### src/rtl/halt_dump_ctrl_if.sv
`default_nettype none
// ============================================================================
//  Module      : halt_dump_ctrl_if
//  Description : Bundle between the halt dump controller and its neighbours
//                (dm_ram read port, uart_full transmit handshake, status).
//                The master modport is the controller's view.
//  Revision    : 1.0  initial release
// ============================================================================
interface halt_dump_ctrl_if #(
    parameter int DATA_LENGTH = 16,
    parameter int ADDR_LENGTH = 11,
    parameter int BYTE_BITS   = 8
);
    logic                   i_halt;
    logic [DATA_LENGTH-1:0] i_rd_data;
    logic [ADDR_LENGTH-1:0] o_rd_addr;
    logic                   o_rd_en;
    logic [BYTE_BITS-1:0]   o_tx_data;
    logic                   o_tx_start;
    logic                   i_tx_done;
    logic                   o_busy;
    logic                   o_done;

    modport master (
        input  i_halt, i_rd_data, i_tx_done,
        output o_rd_addr, o_rd_en, o_tx_data, o_tx_start, o_busy, o_done
    );

    modport slave (
        output i_halt, i_rd_data, i_tx_done,
        input  o_rd_addr, o_rd_en, o_tx_data, o_tx_start, o_busy, o_done
    );
endinterface
`default_nettype wire

### src/rtl/halt_dump_ctrl.sv
`default_nettype none
// ============================================================================
//  Module      : halt_dump_ctrl
//  Description : On processor halt, reads DUMP_WORDS words of dm_ram starting
//                at DUMP_BASE and streams each word to uart_full as two bytes,
//                high byte first. One dump per reset.
//  Revision    : 1.0  initial release
// ============================================================================
module halt_dump_ctrl #(
    parameter int DATA_LENGTH = 16,
    parameter int ADDR_LENGTH = 11,
    parameter int BYTE_BITS   = 8,
    parameter int DUMP_BASE   = 0,
    parameter int DUMP_WORDS  = 8
) (
    input  logic                  i_clock,
    input  logic                  i_reset,
    halt_dump_ctrl_if.master      bus
);

    localparam int CNT_W = (DUMP_WORDS > 1) ? $clog2(DUMP_WORDS) : 1;
    localparam logic [CNT_W-1:0]       c_last_word = CNT_W'(DUMP_WORDS - 1);
    localparam logic [CNT_W-1:0]       c_cnt_one   = CNT_W'(1);
    localparam logic [ADDR_LENGTH-1:0] c_addr_one  = ADDR_LENGTH'(1);
    localparam logic [ADDR_LENGTH-1:0] c_base_addr = ADDR_LENGTH'(DUMP_BASE);

    typedef enum logic [2:0] {
        S_IDLE    = 3'd0,
        S_READ    = 3'd1,
        S_LATCH   = 3'd2,
        S_SEND_HI = 3'd3,
        S_WAIT_HI = 3'd4,
        S_SEND_LO = 3'd5,
        S_WAIT_LO = 3'd6,
        S_DONE    = 3'd7
    } state_t;

    state_t                 r_state;
    logic [CNT_W-1:0]       r_word_cnt;
    logic [DATA_LENGTH-1:0] r_word_reg;
    logic [ADDR_LENGTH-1:0] r_rd_addr;
    logic                   r_rd_en;
    logic [BYTE_BITS-1:0]   r_tx_data;
    logic                   r_tx_start;
    logic                   r_busy;
    logic                   r_done;

    // Dump sequencer: every output is a register updated alongside the state,
    // so strobes (rd_en, tx_start) are asserted on entry and cleared by default.
    always_ff @(posedge i_clock) begin
        if (!i_reset) begin
            r_state    <= S_IDLE;
            r_word_cnt <= '0;
            r_word_reg <= '0;
            r_rd_addr  <= c_base_addr;
            r_rd_en    <= 1'b0;
            r_tx_data  <= '0;
            r_tx_start <= 1'b0;
            r_busy     <= 1'b0;
            r_done     <= 1'b0;
        end else begin
            r_rd_en    <= 1'b0;
            r_tx_start <= 1'b0;
            case (r_state)
                S_IDLE: begin
                    if (bus.i_halt) begin
                        r_state <= S_READ;
                        r_rd_en <= 1'b1;
                        r_busy  <= 1'b1;
                    end
                end
                S_READ: begin
                    r_state <= S_LATCH;
                end
                S_LATCH: begin
                    // RAM data is valid now; launch the high byte straight from it
                    r_word_reg <= bus.i_rd_data;
                    r_tx_data  <= bus.i_rd_data[DATA_LENGTH-1 -: BYTE_BITS];
                    r_tx_start <= 1'b1;
                    r_state    <= S_SEND_HI;
                end
                S_SEND_HI: begin
                    r_tx_data <= r_word_reg[DATA_LENGTH-1 -: BYTE_BITS];
                    r_state   <= S_WAIT_HI;
                end
                S_WAIT_HI: begin
                    if (bus.i_tx_done) begin
                        r_tx_data  <= r_word_reg[BYTE_BITS-1:0];
                        r_tx_start <= 1'b1;
                        r_state    <= S_SEND_LO;
                    end
                end
                S_SEND_LO: begin
                    r_state <= S_WAIT_LO;
                end
                S_WAIT_LO: begin
                    if (bus.i_tx_done) begin
                        if (r_word_cnt == c_last_word) begin
                            r_state <= S_DONE;
                            r_busy  <= 1'b0;
                            r_done  <= 1'b1;
                        end else begin
                            // Address wraps naturally at 2**ADDR_LENGTH
                            r_word_cnt <= r_word_cnt + c_cnt_one;
                            r_rd_addr  <= r_rd_addr + c_addr_one;
                            r_rd_en    <= 1'b1;
                            r_state    <= S_READ;
                        end
                    end
                end
                S_DONE: begin
                    r_state <= S_DONE;
                end
                default: begin
                    r_state <= S_IDLE;
                end
            endcase
        end
    end

    assign bus.o_rd_addr  = r_rd_addr;
    assign bus.o_rd_en    = r_rd_en;
    assign bus.o_tx_data  = r_tx_data;
    assign bus.o_tx_start = r_tx_start;
    assign bus.o_busy     = r_busy;
    assign bus.o_done     = r_done;

endmodule
`default_nettype wire

### src/flat_wrapper.sv
// flat-port wrapper written by rule: the top's interface ports become plain ports
module halt_dump_ctrl_flat 
#(
    parameter int DATA_LENGTH = 16,
    parameter int ADDR_LENGTH = 11,
    parameter int BYTE_BITS   = 8,
    parameter int DUMP_BASE   = 0,
    parameter int DUMP_WORDS  = 8
)
  (i_clock, i_reset, bus_i_halt, bus_i_rd_data, bus_i_tx_done, bus_o_rd_addr, bus_o_rd_en, bus_o_tx_data, bus_o_tx_start, bus_o_busy, bus_o_done);
  halt_dump_ctrl_if #(.DATA_LENGTH(DATA_LENGTH), .ADDR_LENGTH(ADDR_LENGTH), .BYTE_BITS(BYTE_BITS)) bus_i ();
  input  logic i_clock;
  input  logic i_reset;
  input wire logic [$bits(bus_i.i_halt)-1:0] bus_i_halt;
  input wire logic [$bits(bus_i.i_rd_data)-1:0] bus_i_rd_data;
  input wire logic [$bits(bus_i.i_tx_done)-1:0] bus_i_tx_done;
  output wire logic [$bits(bus_i.o_rd_addr)-1:0] bus_o_rd_addr;
  output wire logic [$bits(bus_i.o_rd_en)-1:0] bus_o_rd_en;
  output wire logic [$bits(bus_i.o_tx_data)-1:0] bus_o_tx_data;
  output wire logic [$bits(bus_i.o_tx_start)-1:0] bus_o_tx_start;
  output wire logic [$bits(bus_i.o_busy)-1:0] bus_o_busy;
  output wire logic [$bits(bus_i.o_done)-1:0] bus_o_done;
  assign bus_i.i_halt = bus_i_halt;
  assign bus_i.i_rd_data = bus_i_rd_data;
  assign bus_i.i_tx_done = bus_i_tx_done;
  assign bus_o_rd_addr = bus_i.o_rd_addr;
  assign bus_o_rd_en = bus_i.o_rd_en;
  assign bus_o_tx_data = bus_i.o_tx_data;
  assign bus_o_tx_start = bus_i.o_tx_start;
  assign bus_o_busy = bus_i.o_busy;
  assign bus_o_done = bus_i.o_done;
  halt_dump_ctrl #(.DATA_LENGTH(DATA_LENGTH), .ADDR_LENGTH(ADDR_LENGTH), .BYTE_BITS(BYTE_BITS), .DUMP_BASE(DUMP_BASE), .DUMP_WORDS(DUMP_WORDS)) u_core (.i_clock(i_clock), .i_reset(i_reset), .bus(bus_i));
endmodule
### config.mk
export PLATFORM = sky130hd
export DESIGN_NAME = halt_dump_ctrl_flat
export DESIGN_NICKNAME = d
export VERILOG_FILES = /design/src/rtl/halt_dump_ctrl_if.sv /design/src/rtl/halt_dump_ctrl.sv /design/src/flat_wrapper.sv
export SDC_FILE = /design/constraint.sdc
export NUM_CORES = 1
export LEC_CHECK = 0
export CAP_MARGIN = 40
export CORE_UTILIZATION = 25
export CTS_BUF_LIST = sky130_fd_sc_hd__clkbuf_16
export CTS_CLUSTER_SIZE = 25
export DETAILED_ROUTE_END_ITERATION = 10
export PLACE_DENSITY_LB_ADDON = 0.05
export SYNTH_ARGS = -nofsm -noshare
export SYNTH_HDL_FRONTEND = slang
export SYNTH_SLANG_ARGS = --single-unit
export TNS_END_PERCENT = 20
### constraint.sdc
create_clock -name i_clock -period 2 [get_ports i_clock]
set_clock_uncertainty 0.15 [all_clocks]
set_input_delay 0.4 -clock i_clock [delete_from_list [all_inputs] [get_ports i_clock]]
set_output_delay 0.4 -clock i_clock [all_outputs]
set_load 0.01 [all_outputs]
==> results.py, run 1 <==
metrics = {
    "worst_setup_path": {
        "critPathCaptureType": "flip-flop",
        "path_class": "reg2reg",
        "cp-start-kind": "flip-flop",
        "r2r_slack_ns": 0.16,
        "worstPathArrival_ns": 1.91,
        "r2r-end": "u_core.bus.o_rd_addr[2]",
        "critPathMaxFanout": 8,
        "required_ns": 2.07,
        "rr_worst_depth": 6,
        "timing.rr.start": "u_core.r_word_cnt[0]",
    },
    "clock_tree": {
        "post_cts_resized": 0,
        "clkTransAtPathRegs_ns": 0.06,
        "ctsHoldBuffers": 0,
        "h-tree-depth": 2,
        "post-cts-setup-buffer-count": 0,
        "clockBufferDepth": 2,
        "numCtsBuffers": 5,
        "clk_latency_ns": 0.28,
        "root_buffer": "clkbuf_16",
        "clock-sinks": 45,
        "cts_tree": "done",
    },
    "synth": {
        "synth-xor-area-share": 0.03682,
        "synthMuxAreaShare": 0,
        "synth_compound_area_frac": 0.2098,
        "synth_top_area_share": 0.4208,
        "synth-seq-area-share": 0.4208,
        "synth_fa_ha_area_frac": 0.01753,
        "ys_warn_count": 0,
        "synth.net_count": 268,
        "ys_async_sr_fraction": 0,
        "synthCells": 245,
        "synthSimpleGateAreaFrac": 0.2747,
        "synth_edf_count": 0,
        "synth_cell_types": 37,
        "synth_ff_type": "dfxtp_1",
        "synth_top_family_by_area": "simple AND/OR/NAND/NOR gates",
        "syn_area_sq_um": 2141,
        "synth-seq-cells": 45,
        "synth_area_leaders": "dfxtp_1 (42%), nand2_1 (8.6%), a21boi_1 (7.0%)",
        "synth.avg_cell_area_sq_um": 8.738,
        "synth_area_leader_cell": "dfxtp_1",
    },
    "final_layout": {
        "num-fill-cells": 883,
        "finalNonFillerCells": 401,
        "final_core_util": 0.3547,
        "multi_input_area_sq_um": 1154,
        "syn_to_final_growth_pct": 36.82,
        "diodes": 0,
        "largest_reg_flops": 16,
        "drive_gt1_frac": 0.1385,
        "final_nets": 318,
        "seqCellArea_sq_um": 900.9,
    },
    "job": {
        "drv_cap": 0,
    },
    "grt": {
        "grt_start_max_net_pins": 47,
        "antenna_found_initial": 0,
        "grt_pass1_wl_mm": 8.694,
        "grt_overflow_total": 0,
        "grt_pass1_vias": 1711,
        "grt.total_usage": 0.1297,
    },
    "die": {
        "dieArea_sq_um": 8937,
        "die-height_microns": 94.54,
        "core_sq_um": 8258,
        "fp.dieW_microns": 94.54,
        "initial_core_util": 0.2592,
        "ios": 43,
        "rows": 33,
    },
    "timing": {
        "worstMarginPinSlew_ns": 0.6239,
        "setup_slack_ns": 0.1602,
        "worst_hold_slack_ns": 0.2976,
        "rsz0062_at_grt": "no",
        "fin_crit_sh": 0.9199,
        "slew_headroom": 0.5825,
        "finalCriticalPeriod_ns": 1.840,
        "clock.fmax_mhz": 543.5,
        "hold_viol_final": 0,
        "setup-violations-final": 0,
        "slew_viol_final": 0,
        "setup_tns_ns": 0,
    },
    "route": {
        "wl_per_cell_microns": 13.16,
        "drc_errors": 0,
        "antenna_left": 0,
        "num_vias": 1770,
        "via_per_inst": 4.414,
        "drtIter0Drc": 35,
        "wirelength_mm": 5.276,
        "drtPass1Iterations": 4,
    },
    "run_status": {
        "outcome": "finished, final reports clean",
    },
    "power": {
        "pwr-share-seq": 0.457,
        "intPower_w": 0.001587,
        "switching_share": 0.2519,
        "peakVddDrop_v": 0.0003341,
        "p_leak_nw": 1.147,
        "pwr-share-comb": 0.170,
        "p_clk_frac": 0.373,
        "p_per_area_nw_per_um2": 724.2,
        "p_switching_w": 0.0005342,
    },
    "placed_design": {
        "port_buffers": 42,
        "hpwl_mm": 3.774,
        "gp_congestion": 0.7045,
        "dp_cells": 393,
        "dpl_worst_slack_ns": -0.02233,
    },
    "worst_hold_path": {
        "min_path_type": "reg2reg",
        "worstHoldPathCells": 2,
        "hold_start": "u_core.r_word_reg[14]",
        "hold_path_end": "u_core.r_word_reg[14]",
    },
}
[final cells by class]
cell class | count | area share
clock buffers | 5 | 0.04272
well taps | 105 | 0.04485
inverters | 1 | 0.001282
repair buffers | 61 | 0.2050
multi-input cells | 181 | 0.3938
flip-flops and latches | 45 | 0.3076
clock inverters | 3 | 0.004699
[cells by family after synthesis]
family	after synthesis
buf+inv	19
flops	45
xor+xnor	9
simple gates	109
compound gates	60
fa+ha+maj	3
[how the worst max path moves through the flow]
stage	slack, ns	from	cells after the start	endpoint
after floorplan	0.25	u_core.r_word_cnt[0]	6	u_core.bus.o_rd_addr[2]
after global placement	-0.005	bus_i_tx_done	6	u_core.bus.o_rd_addr[5]
after detailed placement	-0.02	bus_i_tx_done	6	u_core.bus.o_rd_addr[9]
after CTS	0.15	u_core.r_word_cnt[0]	6	u_core.bus.o_rd_addr[10]
after global routing	0.06	u_core.r_word_cnt[0]	6	u_core.bus.o_rd_addr[10]
final	0.16	u_core.r_word_cnt[0]	6	u_core.bus.o_rd_addr[2]
[cell usage in the layout, fill, tap and decap left out, drive strengths merged, types with 3 or more instances in the layout]
cell           Yosys  final
nand4b             3      3
nor4               3      3
clkbuf             7      5
ha                 3      3
nand3              4      4
o21ai             10     10
nand2             49     49
buf               11     19
and2               9      9
o221a              7      7
nor2b              5      5
clkdlybuf4s50      0     42
a21oi              9      9
nor2              19     19
xor2               8      8
o22ai              8      8
a21boi            20     20
nor3               3      3
dfxtp             45     45
nand2b             4      4
nand3b             3      3
[cell usage after synthesis, drive strengths merged, types with 4 or more instances]
| master | count |
|---|---|
| clkbuf | 7 |
| dfxtp | 45 |
| o21ai | 10 |
| nor2 | 19 |
| a21boi | 20 |
| nand3 | 4 |
| a21oi | 9 |
| nor2b | 5 |
| o221a | 7 |
| and2 | 9 |
| xor2 | 8 |
| nand2b | 4 |
| buf | 11 |
| o22ai | 8 |
| nand2 | 49 |
[worst max-delay path, cell delays in order, from the launching register on]
cell and delay (ns):
dfxtp_1 0.32, ha_1 0.20, ha_1 0.23, buf_4 0.19, nand3b_1 0.19, or3_1 0.36, a21boi_1 0.14
[power groups by stage]
stage                     Sequential [W]  Combinational [W]  Clock (W)
after floorplan                 0.000995           0.000187          0
final                           0.000969           0.000361   0.000791
after global placement          0.000991           0.000368          0
after detailed placement        0.000990           0.000368          0
after CTS                       0.000970           0.000369   0.000831
after global routing            0.000976           0.000403   0.000872
[per-layer routing]
| metal | vias up | global-route usage | part of all wire |
|---|---|---|---|
| met5 | - | 0 | 0 |
| met4 | 0 | 0.04545 | 0.0087 |
| met3 | 2 | 0.03623 | 0.043 |
| met2 | 32 | 0.1884 | 0.42 |
| met1 | 786 | 0.1819 | 0.53 |
| li1 | 950 | - | - |
[through the flow]
step	cell area, sq um	total power (W)
floorplan	2141	0.001182
global placement	2790	0.001359
CTS	2929	0.002169
global route	2929	0.002251
finish	2929	0.002121
detailed placement	2790	0.001358
(Power assumes the default switching activity.)
==> run 2: changes to the inputs <==
CELL_PAD_IN_SITES_DETAIL_PLACEMENT = 0   (was unset)
CELL_PAD_IN_SITES_GLOBAL_PLACEMENT = 1   (was unset)
CORE_MARGIN = 3   (was unset)
CORE_UTILIZATION = 38   (was 25)
==> run 2 against run 1 <==
Against the previous run: sequential power is essentially flat; register-to-register slack about the same; largest cell class unchanged; die area is 26% lower; setup slack better by 0.015 ns; largest power group unchanged; clock power fell by 2%; combinational power fell by 3%.
==> results.py, run 2 (synthesis results as in run 1) <==
metrics = {
    "run_status": {
        "outcome": "finished, final reports clean",
    },
    "worst_setup_path": {
        "r2r_slack_ns": 0.17,
        "rr_worst_depth": 6,
        "worstPathArrival_ns": 1.28,
        "path_class": "reg2out",
        "r2r-end": "u_core.bus.o_rd_addr[10]",
        "worstPathCellList": "clkdlybuf4s50_1",
        "critPathBufInv": 1,
        "critical-path-top-delay-family": "buffers and inverters",
        "cp_num_cells": 1,
        "required_ns": 1.45,
        "cp-start-kind": "flip-flop",
        "critPathMaxFanout": 6,
        "timing.rr.start": "u_core.r_word_cnt[0]",
        "cpPeakStageDelay_ns": 0.57,
        "critPathCaptureType": "primary output",
        "cp_slowest_cell": "clkdlybuf4s50_1",
    },
    "placed_design": {
        "port_buffers": 42,
        "gp_congestion": 0.7388,
        "placed_cell_area_sq_um": 2741,
        "hpwl_mm": 3.340,
    },
    "route": {
        "wl_per_cell_microns": 12.90,
        "via_per_inst": 4.913,
        "antenna_left": 0,
        "drtIter0Drc": 49,
        "drt-met1-wl_mm": 2.424,
        "drc_errors": 0,
        "drtPass1Iterations": 4,
        "num_vias": 1803,
        "wirelength_mm": 4.735,
        "wl_met3_microns": 177,
        "top_layer": "met4",
        "dr_wl_met2_mm": 2.077,
    },
    "die": {
        "dieArea_sq_um": 6570,
        "ios": 43,
        "core_sq_um": 5270,
        "die-height_microns": 81.06,
        "fp.dieW_microns": 81.06,
        "initial_core_util": 0.4062,
        "rows": 26,
    },
    "clock_tree": {
        "post-cts-setup-buffer-count": 0,
        "root_buffer": "clkbuf_16",
        "ctsHoldBuffers": 0,
        "clock-sinks": 45,
        "h-tree-depth": 2,
        "cts_tree": "done",
        "clockBufferDepth": 2,
        "numCtsBuffers": 5,
        "post_cts_resized": 0,
        "clkTransAtPathRegs_ns": 0.06,
        "clk_latency_ns": 0.28,
    },
    "power": {
        "p_clk_frac": 0.369,
        "switching_share": 0.2456,
        "total_power_w": 0.002094,
        "p_per_area_nw_per_um2": 727.5,
        "pwr-share-comb": 0.167,
        "pwr-share-seq": 0.464,
        "intPower_w": 0.001580,
        "peakVddDrop_v": 0.0003993,
        "p_switching_w": 0.0005144,
        "p_leak_nw": 1.142,
    },
    "timing": {
        "finalCriticalPeriod_ns": 1.825,
        "hold_viol_final": 0,
        "slew_viol_final": 0,
        "worst_hold_slack_ns": 0.3018,
        "fin_crit_sh": 0.9125,
        "slew_headroom": 0.5767,
        "setup-violations-final": 0,
        "worstMarginPinSlew_ns": 0.6326,
        "clock.fmax_mhz": 547.9,
        "rsz0062_at_grt": "no",
    },
    "grt": {
        "grt_overflow_total": 0,
        "grt_start_max_net_pins": 47,
        "antenna_found_initial": 0,
        "grt_pass1_vias": 1674,
        "grt.total_usage": 0.1571,
        "grt_pass1_wl_mm": 8.031,
    },
    "worst_hold_path": {
        "hold_path_end": "u_core.r_word_reg[14]",
        "worstHoldPathCells": 2,
        "hold_start": "u_core.r_word_reg[14]",
        "min_path_type": "reg2reg",
    },
    "final_layout": {
        "final_nets": 319,
        "diodes": 0,
        "largest_reg_flops": 16,
        "final_common_cell": "nand2_1",
        "final_core_util": 0.5463,
        "syn_to_final_growth_pct": 34.48,
        "mostFrequentLayoutCells": "nand2_1 (49), dfxtp_1 (45), clkdlybuf4s50_1 (42)",
        "stdcell_area_sq_um": 2879,
        "drive_gt1_frac": 0.1380,
    },
    "job": {
        "drv_cap": 0,
    },
}
run 2: layer usage:
metal | track usage | vias up
li1 | - | 949
met1 | 0.2204 | 817
met2 | 0.2373 | 30
met3 | 0.03659 | 7
met4 | 0.05068 | 0
met5 | 0 | -
run 2: area by class of cell:
class / instances / area (sq um)
tap: 70 / 87.58
clock inverter: 3 / 12.51
timing repair buffer: 62 / 595.6
fill: 525 / 2391
multi-input combinational: 181 / 1154
clock buffer: 5 / 125.1
sequential: 45 / 900.9
inverter: 1 / 3.754
run 2: per-stage QoR:
step	instances	TNS [ns]	setup WS (ns)
after global placement	358	-0.1269	-0.05439
after detailed placement	359	-0.3270	-0.08825
final	367	0	0.1750
after CTS	367	0	0.1654
after floorplan	245	0	0.2453
after global routing	367	0	0.08982
run 2: power groups by stage:
stage	registers [W]	clock network, W	logic (W)
floorplan	0.000995	0	0.000187
global placement	0.000992	0	0.000348
detailed placement	0.000992	0	0.000352
CTS	0.000972	0.000797	0.000353
global route	0.000977	0.000841	0.000383
finish	0.000972	0.000774	0.000349
run 2: worst max-delay path by stage:
stage | from | endpoint | slack (ns)
6_report | u_core.bus.o_rd_addr[4] | bus_o_rd_addr[4] | 0.17
5_1_grt | u_core.r_word_cnt[0] | u_core.bus.o_rd_addr[10] | 0.09
4_1_cts | u_core.bus.o_rd_addr[4] | bus_o_rd_addr[4] | 0.17
3_5_place_dp | bus_i_tx_done | u_core.bus.o_rd_addr[9] | -0.09
3_3_place_gp | bus_i_tx_done | u_core.bus.o_rd_addr[9] | -0.05
2_1_floorplan | u_core.r_word_cnt[0] | u_core.bus.o_rd_addr[2] | 0.25
==> RTL change (settings of run 2) <==
`DATA_LENGTH` is set to 16 in 3 places; all go to 8.
--- a/src/rtl/halt_dump_ctrl_if.sv
+++ b/src/rtl/halt_dump_ctrl_if.sv
@@ -7,7 +7,7 @@
 //  Revision    : 1.0  initial release
 // ============================================================================
 interface halt_dump_ctrl_if #(
-    parameter int DATA_LENGTH = 16,
+    parameter int DATA_LENGTH = 8,
     parameter int ADDR_LENGTH = 11,
     parameter int BYTE_BITS   = 8
 );
--- a/src/rtl/halt_dump_ctrl.sv
+++ b/src/rtl/halt_dump_ctrl.sv
@@ -7,7 +7,7 @@
 //  Revision    : 1.0  initial release
 // ============================================================================
 module halt_dump_ctrl #(
-    parameter int DATA_LENGTH = 16,
+    parameter int DATA_LENGTH = 8,
     parameter int ADDR_LENGTH = 11,
     parameter int BYTE_BITS   = 8,
     parameter int DUMP_BASE   = 0,
--- a/src/flat_wrapper.sv
+++ b/src/flat_wrapper.sv
@@ -1,7 +1,7 @@
 // flat-port wrapper written by rule: the top's interface ports become plain ports
 module halt_dump_ctrl_flat 
 #(
-    parameter int DATA_LENGTH = 16,
+    parameter int DATA_LENGTH = 8,
     parameter int ADDR_LENGTH = 11,
     parameter int BYTE_BITS   = 8,
     parameter int DUMP_BASE   = 0,
Ports: changed (resized bus_i_rd_data); port bits go from 43 to 35. The function was not compared with the original's and may differ.
==> RTL change against run 2 <==
  * Count of clock-buffer cells in the layout stayed put
  * Cell count is 22% lower
  * Wire length is 19% lower
  * Power is 15% lower
  * Area after synthesis is 20% lower
  * Cell area is 21% lower
  * Worst setup slack worse by 0.062 ns
  * First-iteration DRC count is 16% higher
  * Sequential cell count is 8 lower
  * Critical path type is now primary input to register
  * Largest power group unchanged
==> RTL change: results (changes against run 2) <==
----------------------------------------------------
[Global route]
  Wire length of the first global-routing pass ... 6.41 mm (was 8.03 mm)
  Combined global-route utilization of all metal layers ... 0.156 (was 0.157)

[Cells and area]
  Layout fillers ... 385 (was 525)

[Hold path]
  Hold path start ... u_core.bus.o_tx_data[3]$_SDFFE_PN0P_ (was u_core.r_word_reg[14]$_SDFFE_PN0P_)
  Hold EP ... u_core.bus.o_tx_data[3]$_SDFFE_PN0P_ (was u_core.r_word_reg[14]$_SDFFE_PN0P_)

[Worst setup path]
  Launch point of the critical path ... bus_i_tx_done (was u_core.bus.o_rd_addr[4]$_SDFFE_PN0P_)
  Highest net fanout along the worst path ... 9 (was 6)
  Slowest stage delay, CP ... 0.67 ns (was 0.57 ns)
  Register-to-register setup slack ... 0.14 ns (was 0.17 ns)

[Logic synthesis]
  Leading post-synthesis cells by cell area ... sky130_fd_sc_hd__dfxtp_1 (43%), sky130_fd_sc_hd__nor2_1 (5.5%), sky130_fd_sc_hd__a21oi_1 (5.3%) (was sky130_fd_sc_hd__dfxtp_1 (42%), sky130_fd_sc_hd__nand2_1 (8.6%), sky130_fd_sc_hd__a21boi_1 (7.0%))
  Share of synthesized area occupied by flip-flops and latches ... 0.432 (was 0.421)
  Xor/xnor share of the synthesized area ... 0.0460 (was 0.0368)
  Share of cell area taken by muxes after synthesis ... 0.0481 (was 0)
  Average size of a mapped cell ... 8.80 µm² (was 8.74 µm²)

[Routing]
  Initial DRC Count ... 57 (was 49)
  Routed wire length per instance ... 13.4 µm (was 12.9 µm)
  Via count ... 1497 (was 1803)

[Power and ir drop]
  Leakage power total ... 0.800 nW (was 1.14 nW)
  Combinational group share of total power ... 0.147 (was 0.167)
  Worst-case vdd ir drop ... 0.470 mV (was 0.399 mV)
  Share of total power consumed by net switching ... 0.242 (was 0.246)
  Comb. pwr ... 0.263 mW (was 0.349 mW)

[Placement]
  Instance count after placement with tap cells included ... 278 (was 359)
  Cell area after placement ... 2140 µm² (was 2740 µm²)
  Minimum setup slack after placement ... -0.125 ns (was -0.0883 ns)
  Detailed-placement wirelength estimate ... 2.77 mm (was 3.34 mm)

[Outcome]
  Run status ... complete, no violations (unchanged)

[Timing]
  Hold Slack ... 0.301 ns (was 0.302 ns)
  Transition time at the pin with the least slew margin ... 0.490 ns (was 0.633 ns)

----------------------------------------------------
-- RTL change: changes by cell type after synthesis, sizes merged, moves of 5 or more --
cell | before | now
dfxtp | 45 | 37
and2 | 9 | 1
xnor2 | 1 | 6
nor2b | 5 | 0
nor2 | 19 | 26
nand2 | 49 | 20
o221a | 7 | 0
xor2 | 8 | 3
a21boi | 20 | 0
a21oi | 9 | 18
o22ai | 8 | 2
mux2i | 0 | 6
-- RTL change: area by class of cell --
class / instances / area [µm²] / area share
Multi-Input combinational cell: 141 / 897 / 0.394
Clock buffer: 5 / 125 / 0.0550
Sequential cell: 37 / 741 / 0.326
Timing Repair Buffer: 45 / 423 / 0.186
Inverter: 5 / 18.8 / 0.00825
Tap cell: 50 / 62.6 / 0.0275
Clock inverter: 2 / 7.51 / 0.00330
-- RTL change: per-layer routing --
layer	wire [µm]	global-route usage
met5	0	0
met2	1760	0.238
met3	120	0.0372
met1	1870	0.202
met4	63	0.0799
